## src/rtl/mem_arbiter.sv

```systemverilog
// Arbitrates the single data-memory port between instruction fetch (IFU) and load/store (LSU).
// Only one transaction is in flight at a time; the response is routed back to the requester that owns it.
module mem_arbiter #(
  parameter int ADDR_W     = 32,
  parameter int DATA_W     = 32,
  parameter int STARVE_MAX = 4
) (
  input  logic              i_clk,
  input  logic              i_rst_n,
  input  logic              ifu_req_valid,
  output logic              ifu_req_ready,
  input  logic [ADDR_W-1:0] ifu_req_addr,
  output logic              ifu_rsp_valid,
  output logic [DATA_W-1:0] ifu_rsp_data,
  input  logic              lsu_req_valid,
  output logic              lsu_req_ready,
  input  logic [ADDR_W-1:0] lsu_req_addr,
  input  logic              lsu_req_wen,
  input  logic [DATA_W-1:0] lsu_req_wdata,
  input  logic [7:0]        lsu_req_wmask,
  output logic              lsu_rsp_valid,
  output logic [DATA_W-1:0] lsu_rsp_data,
  output logic              mem_req_valid,
  input  logic              mem_req_ready,
  output logic [ADDR_W-1:0] mem_req_addr,
  output logic              mem_req_wen,
  output logic [DATA_W-1:0] mem_req_wdata,
  output logic [7:0]        mem_req_wmask,
  input  logic              mem_rsp_valid,
  input  logic [DATA_W-1:0] mem_rsp_data
);

  typedef enum logic [1:0] {IDLE, REQ, WAIT} state_t;

  localparam int SW = $clog2(STARVE_MAX + 1);
  localparam logic [SW-1:0] STARVE_LIM = SW'(STARVE_MAX);

  state_t        state, state_nxt;
  logic          owner_lsu;
  logic [SW-1:0] starve;
  logic          grant_lsu, grant_ifu, accept, rsp_fire;

  // LSU wins ties until the IFU has been passed over STARVE_MAX times in a row.
  always_comb begin
    grant_lsu = lsu_req_valid && (!ifu_req_valid || starve != STARVE_LIM);
    grant_ifu = ifu_req_valid && !grant_lsu;
  end

  // Readies are forced low while reset is asserted so no requester sees a spurious accept.
  assign accept        = i_rst_n && (state == IDLE) && (ifu_req_valid || lsu_req_valid);
  assign ifu_req_ready = i_rst_n && (state == IDLE) && grant_ifu;
  assign lsu_req_ready = i_rst_n && (state == IDLE) && grant_lsu;
  assign mem_req_valid = (state == REQ);
  assign rsp_fire      = (state == WAIT) && mem_rsp_valid;

  // NOTE: every always_comb output gets a default first so no path can infer a latch.
  always_comb begin
    state_nxt = state;
    case (state)
      IDLE:    if (ifu_req_valid || lsu_req_valid) state_nxt = REQ;
      REQ:     if (mem_req_ready) state_nxt = WAIT;
      WAIT:    if (mem_rsp_valid) state_nxt = IDLE;
      default: state_nxt = IDLE;
    endcase
  end

  // NOTE: state registers use non-blocking assignments so all flops update from pre-edge values.
  always_ff @(posedge i_clk or negedge i_rst_n) begin
    if (!i_rst_n) state <= IDLE;
    else          state <= state_nxt;
  end

  // NOTE: the request/response registers are reset too, because outputs must read 0 out of reset.
  always_ff @(posedge i_clk or negedge i_rst_n) begin
    if (!i_rst_n) begin
      owner_lsu     <= 1'b0;
      mem_req_addr  <= '0;
      mem_req_wen   <= 1'b0;
      mem_req_wdata <= '0;
      mem_req_wmask <= '0;
    end else if (accept) begin
      owner_lsu     <= grant_lsu;
      mem_req_addr  <= grant_lsu ? lsu_req_addr : ifu_req_addr;
      mem_req_wen   <= grant_lsu && lsu_req_wen;
      mem_req_wdata <= (grant_lsu && lsu_req_wen) ? lsu_req_wdata : '0;
      mem_req_wmask <= (grant_lsu && lsu_req_wen) ? lsu_req_wmask : '0;
    end
  end

  always_ff @(posedge i_clk or negedge i_rst_n) begin
    if (!i_rst_n) begin
      starve <= '0;
    end else if (state == IDLE) begin
      if (!ifu_req_valid || grant_ifu)          starve <= '0;
      else if (grant_lsu && starve != STARVE_LIM) starve <= starve + 1'b1;
    end
  end

  // Response data is held between transactions; only the owner's pulse fires.
  always_ff @(posedge i_clk or negedge i_rst_n) begin
    if (!i_rst_n) begin
      ifu_rsp_valid <= 1'b0;
      lsu_rsp_valid <= 1'b0;
      ifu_rsp_data  <= '0;
      lsu_rsp_data  <= '0;
    end else begin
      ifu_rsp_valid <= rsp_fire && !owner_lsu;
      lsu_rsp_valid <= rsp_fire && owner_lsu;
      if (rsp_fire && !owner_lsu) ifu_rsp_data <= mem_rsp_data;
      if (rsp_fire && owner_lsu)  lsu_rsp_data <= mem_req_wen ? '0 : mem_rsp_data;
    end
  end

endmodule

```

## config.mk

```make
export PLATFORM = sky130hd
export DESIGN_NAME = mem_arbiter
export DESIGN_NICKNAME = d
export VERILOG_FILES = /design/src/rtl/mem_arbiter.sv
export SDC_FILE = /design/constraint.sdc
export NUM_CORES = 1
export LEC_CHECK = 0
export ABC_AREA = 0
export BUFFER_PORTS_ARGS = -buffer_cell sky130_fd_sc_hd__buf_4
export CAP_MARGIN = 20
export CORE_MARGIN = 5
export CORE_UTILIZATION = 47
export CTS_CLUSTER_DIAMETER = 150
export DETAILED_ROUTE_END_ITERATION = 6
export GPL_TIMING_DRIVEN = 0
export HOLD_SLACK_MARGIN = 0.06
export PLACE_DENSITY = 0.81
export SLEW_MARGIN = 20
export SYNTH_ARGS = -nofsm -noshare
export SYNTH_HDL_FRONTEND = slang
export SYNTH_SLANG_ARGS = --single-unit
```

## constraint.sdc

```tcl
create_clock -name i_clk -period 2.15 [get_ports i_clk]
set_clock_uncertainty 0.2 [all_clocks]
set_input_delay 0.43 -clock i_clk [delete_from_list [all_inputs] [get_ports i_clk]]
set_output_delay 0.43 -clock i_clk [all_outputs]
set_load 0.1 [all_outputs]
```

Word-level counts from Yosys, hierarchy flattened
Index checks and enable logic that the tools add are counted.

storage, ports and cells
  output and inout bits = 142
  register bits after elaboration = 145
  input port bits = 143

cells by class
  multiplexer cells = 10
  reductions and logical operators = 21
  $add $sub $neg = 1
  equality and inequality tests = 6

operator list
  operator             count
  $mux 32              3
  $logic_and 1x1->1    11
  $mux 8               1
  $mux 2               3
  $mux 3               2
  $pmux 2 s3           1
  $ne 2x1->1 const B   2
  $add 3x1->3 const B  1
  $logic_not 1->1      3
  $logic_or 1x1->1     3
  $ne 3x3->1 const B   1
  $reduce_and 3->1     1
  $eq 2x1->1 const B   1
  $eq 2x2->1 const B   1
  $logic_not 2->1      1
  $ne 2x2->1 const B   1
  $reduce_and 2->1     1
  $reduce_bool 2->1    1

Longest topological paths before layout
  word-level depth = 8
  mapped depth = 6
  mapped depth without buffers = 5

Worst setup path after synthesis
No wires, ideal clock.

  path kind = register -> output
  start = register starve[0]
  end = output lsu_req_ready
  arrival time = 2,185 ps
  stages on the path, launching flop included = 6
  path buffers = 0
  slack = -665 ps
  path through = dfrtp_1 > inv_1 > ha_1 > nand3_1 > nand2_1 > nor2_1

between the ends
  longest elaborated chain between the ends = 4

ends and longest elaborated chain
  item                      line  text
  start: declaration        40    logic [SW-1:0] starve;
  start signal: assignment  95    else if (grant_lsu && starve != STARVE_LIM) starve <= starve + 1'b1;
  $ne 3x3->1                45    grant_lsu = lsu_req_valid && (!ifu_req_valid || starve != STARVE_LIM);
  $logic_or 1x1->1          45
  $logic_and 1x1->1         45
  $logic_and 1x1->1         52    assign lsu_req_ready = i_rst_n && (state == IDLE) && grant_lsu;
  end: declaration          16    output logic lsu_req_ready,

Every way passes these cells.

Final worst setup path
  start = register starve[0]
  end = output ifu_req_ready

between the ends
  longest elaborated chain between the ends = 6

ends and longest elaborated chain
  item               line  text
  $ne 3x3->1         45
  $logic_or 1x1->1   45
  $logic_and 1x1->1  45
  $logic_not 1->1    46    grant_ifu = ifu_req_valid && !grant_lsu;
  $logic_and 1x1->1  46
  $logic_and 1x1->1  51    assign ifu_req_ready = i_rst_n && (state == IDLE) && grant_ifu;
  end: declaration   11    output logic ifu_req_ready,

Every way passes these cells.

==> impl_metrics.py <==
metrics = {
    "synthesis": {
        "synth_warnings": 0,
        "synth_edf_count": 0,
        "synth_flop_cell": "dfrtp_1",
        "synth-seq-cells": 145,
        "async_flop_share": 1.00,
        "avgSynthCellArea_um2": 10.7,
        "mappedNetlistNets": 718,
        "seq_area_frac_synth": 0.592,
        "syn_area_um2": 6130,
        "yosysUniqueCellTypes": 28,
        "synthCells": 573,
    },
    "layout": {
        "fillCellCount": 789,
        "mostFrequentLayoutCells": "buf_4 (298), dfrtp_1 (143), nand3_1 (75)",
        "mostFrequentLayoutCell": "buf_4",
        "drive_gt1_frac": 0.434,
        "syn2layout_area_growth_pct": 61.7,
        "final_core_util": 0.779,
        "multi_input_area_um2": 2270,
        "nets": 1091,
        "area.sequential_um2": 3630,
        "antenna_cells": 0,
    },
    "detailed_routing": {
        "via_per_inst": 5.54,
        "wl_met2_um": 11200,
        "routed_wl_um": 22200,
        "top_layer": "met4",
        "dr.pass1.iters": 7,
        "vias": 6271,
        "drt-met1-wl_um": 8410,
        "wl_per_cell_um": 19.6,
        "wl_met3_um": 1930,
        "drt_iter0_drc": 509,
        "remaining_drc_errors": 0,
        "postRouteAntennaNets": 0,
    },
    "grt": {
        "antenna_found_initial": 0,
        "grt_overflow_total": 0,
        "grt_max_degree": 79,
        "grt_pass1_vias": 6497,
        "grtUsageTotal": 0.280,
        "grt_pass1_wl_um": 35000,
    },
    "sta": {
        "hold_viol": 75,
        "fin_hold_ws_ps": -294,
        "period_share": 1.06,
        "rsz0062_at_grt": "true",
        "setup_ws_ps": -119,
        "worstMarginPinSlew_ps": 586,
        "slew_headroom": 0.608,
        "slew_viol_final": 0,
        "max_freq_mhz": 441,
        "setup_viol": 2,
        "post-route-min-period_ps": 2270,
    },
    "place": {
        "dp.final_hpwl_um": 15000,
        "port_buffers": 283,
        "place_congestion": 0.842,
    },
    "flow_run": {
        "max-cap-violations": 0,
    },
    "run_status": {
        "status": "finished, violations left",
        "violations": "hold timing, setup timing",
    },
    "die": {
        "die_area_um2": 15400,
        "boundaryPins": 285,
        "std_cell_rows": 41,
        "start_util": 0.482,
        "die_height_um": 124,
        "fp.dieW_um": 124,
        "core_um2": 12700,
    },
    "clock_tree": {
        "holdBufCountCts": 51,
        "root_buffer": "clkbuf_16",
        "cts_max_path_buffers": 2,
        "cts_made_buffers": 17,
        "cts.clk_slew.worst_paths_ps": 60,
        "clkLatencyLatePin_ps": 420,
        "cts_max_level": 4,
        "clock-sinks": 145,
        "cts_tree": "built",
    },
    "setup_path": {
        "cp_max_fo": 3,
        "path_class": "flop to output pin",
        "endpoint_kind": "output pin",
        "cp.required_ps": 1520,
        "arrival_ps": 1640,
        "critPathLaunchType": "flop",
    },
    "hold_path": {
        "hp-class": "input port to async pin",
    },
}
-- sequential cells by signal, indices dropped and copies added, names as in the netlist --
register       count
state              2
mem_req_addr      32
ifu_rsp_valid      1
owner_lsu          1
mem_req_wen        1
lsu_rsp_data      32
ifu_rsp_data      32
mem_req_wmask      8
starve             3
mem_req_wdata     32
lsu_rsp_valid      1
-- synth_stat cells (2+ instances only) --
| library cell | instances | share of area |
|---|---|---|
| buf_2 | 31 | 0.025 |
| a31oi_1 | 32 | 0.033 |
| a21oi_1 | 32 | 0.026 |
| nand2_1 | 68 | 0.042 |
| nor2_1 | 3 | 0.0018 |
| inv_1 | 5 | 0.0031 |
| nand3_1 | 76 | 0.062 |
| o22ai_1 | 3 | 0.0031 |
| buf_6 | 3 | 0.0055 |
| ha_1 | 2 | 0.0041 |
| mux2_2 | 32 | 0.059 |
| o2bb2ai_1 | 41 | 0.059 |
| dfrtp_1 | 145 | 0.59 |
| clkbuf_1 | 21 | 0.013 |
| o21ai_0 | 65 | 0.053 |
| nor3b_1 | 2 | 0.0024 |
-- timing repair --
item | 4_1_cts | 5_1_grt
gates cloned | 1 | 0
buffers inserted | 8 | 10
setup endpoints to repair | 7 | 13
hold endpoints to repair | 151 | 75
pin swaps | 3 | 2
resized for setup | 21 | 5
-- metrics by stage --
stage | hold slack (ps) | setup slack (ps) | std cells | TNS, ps | area, um^2
after detailed placement | 235 | -400 | 1029 | -13230 | 8510
after global routing | -272 | -170 | 1131 | -321 | 9910
after floorplan | -65.6 | -214 | 573 | -270 | 6140
final | -294 | -119 | 1131 | -225 | 9910
after CTS | -292 | -121 | 1121 | -143 | 9830
after global placement | 265 | -1160 | 1028 | -97590 | 8480
-- worst paths after layout --
path	start	endpoint	slack (ps)	cells after the start
worst max-delay path	starve[0]	ifu_req_ready	-120	6
max in group asynchronous	i_rst_n	owner_lsu	610	3
worst max register to register	state[1]	ifu_rsp_data[13]	110	6
worst min register to register	lsu_rsp_data[18]	lsu_rsp_data[18]	290	2
min in group i_clk	lsu_req_wmask[5]	mem_req_wmask[5]	70	3
worst min-delay path	i_rst_n	ifu_rsp_data[19]	-290	1
-- cell type report --
class	count	area share
repair buffers	354	0.291
flip-flops and latches	145	0.366
multi-input cells	368	0.229
clock buffers	21	0.0475
inverters	5	0.00189
plain buffers	55	0.0273
well taps	172	0.0217
clock inverters	11	0.0154
-- routing by layer --
metal  track usage  up-vias
met5             0        -
met4         0.115        0
met3        0.0862       54
met2         0.474      352
met1         0.332     3051
li1              -     2814
-- worst max-delay path: stages, from the launching register on --
cell and delay (ps):
dfrtp_1 410, inv_2 100, ha_4 150, nand3_4 80, nand2_4 70, and4_4 230, buf_12 170
-- kinds of logic (layout without fill, tap and decap cells) --
kind of cell             after synthesis  after routing  share of synthesized area
flip-flops                           145            145                      0.592
AND/OR/NAND/NOR                      159            159                      0.122
buffers and inverters                 60            446                     0.0467
multiplexers                          33             33                     0.0604
AO/OA/AOI/OAI                        174            174                      0.175
adder cells (fa/ha/maj)                2              2                    0.00408
Power is not shown: default switching activity piles up to over one toggle a cycle in this logic, so the estimate is an artifact.
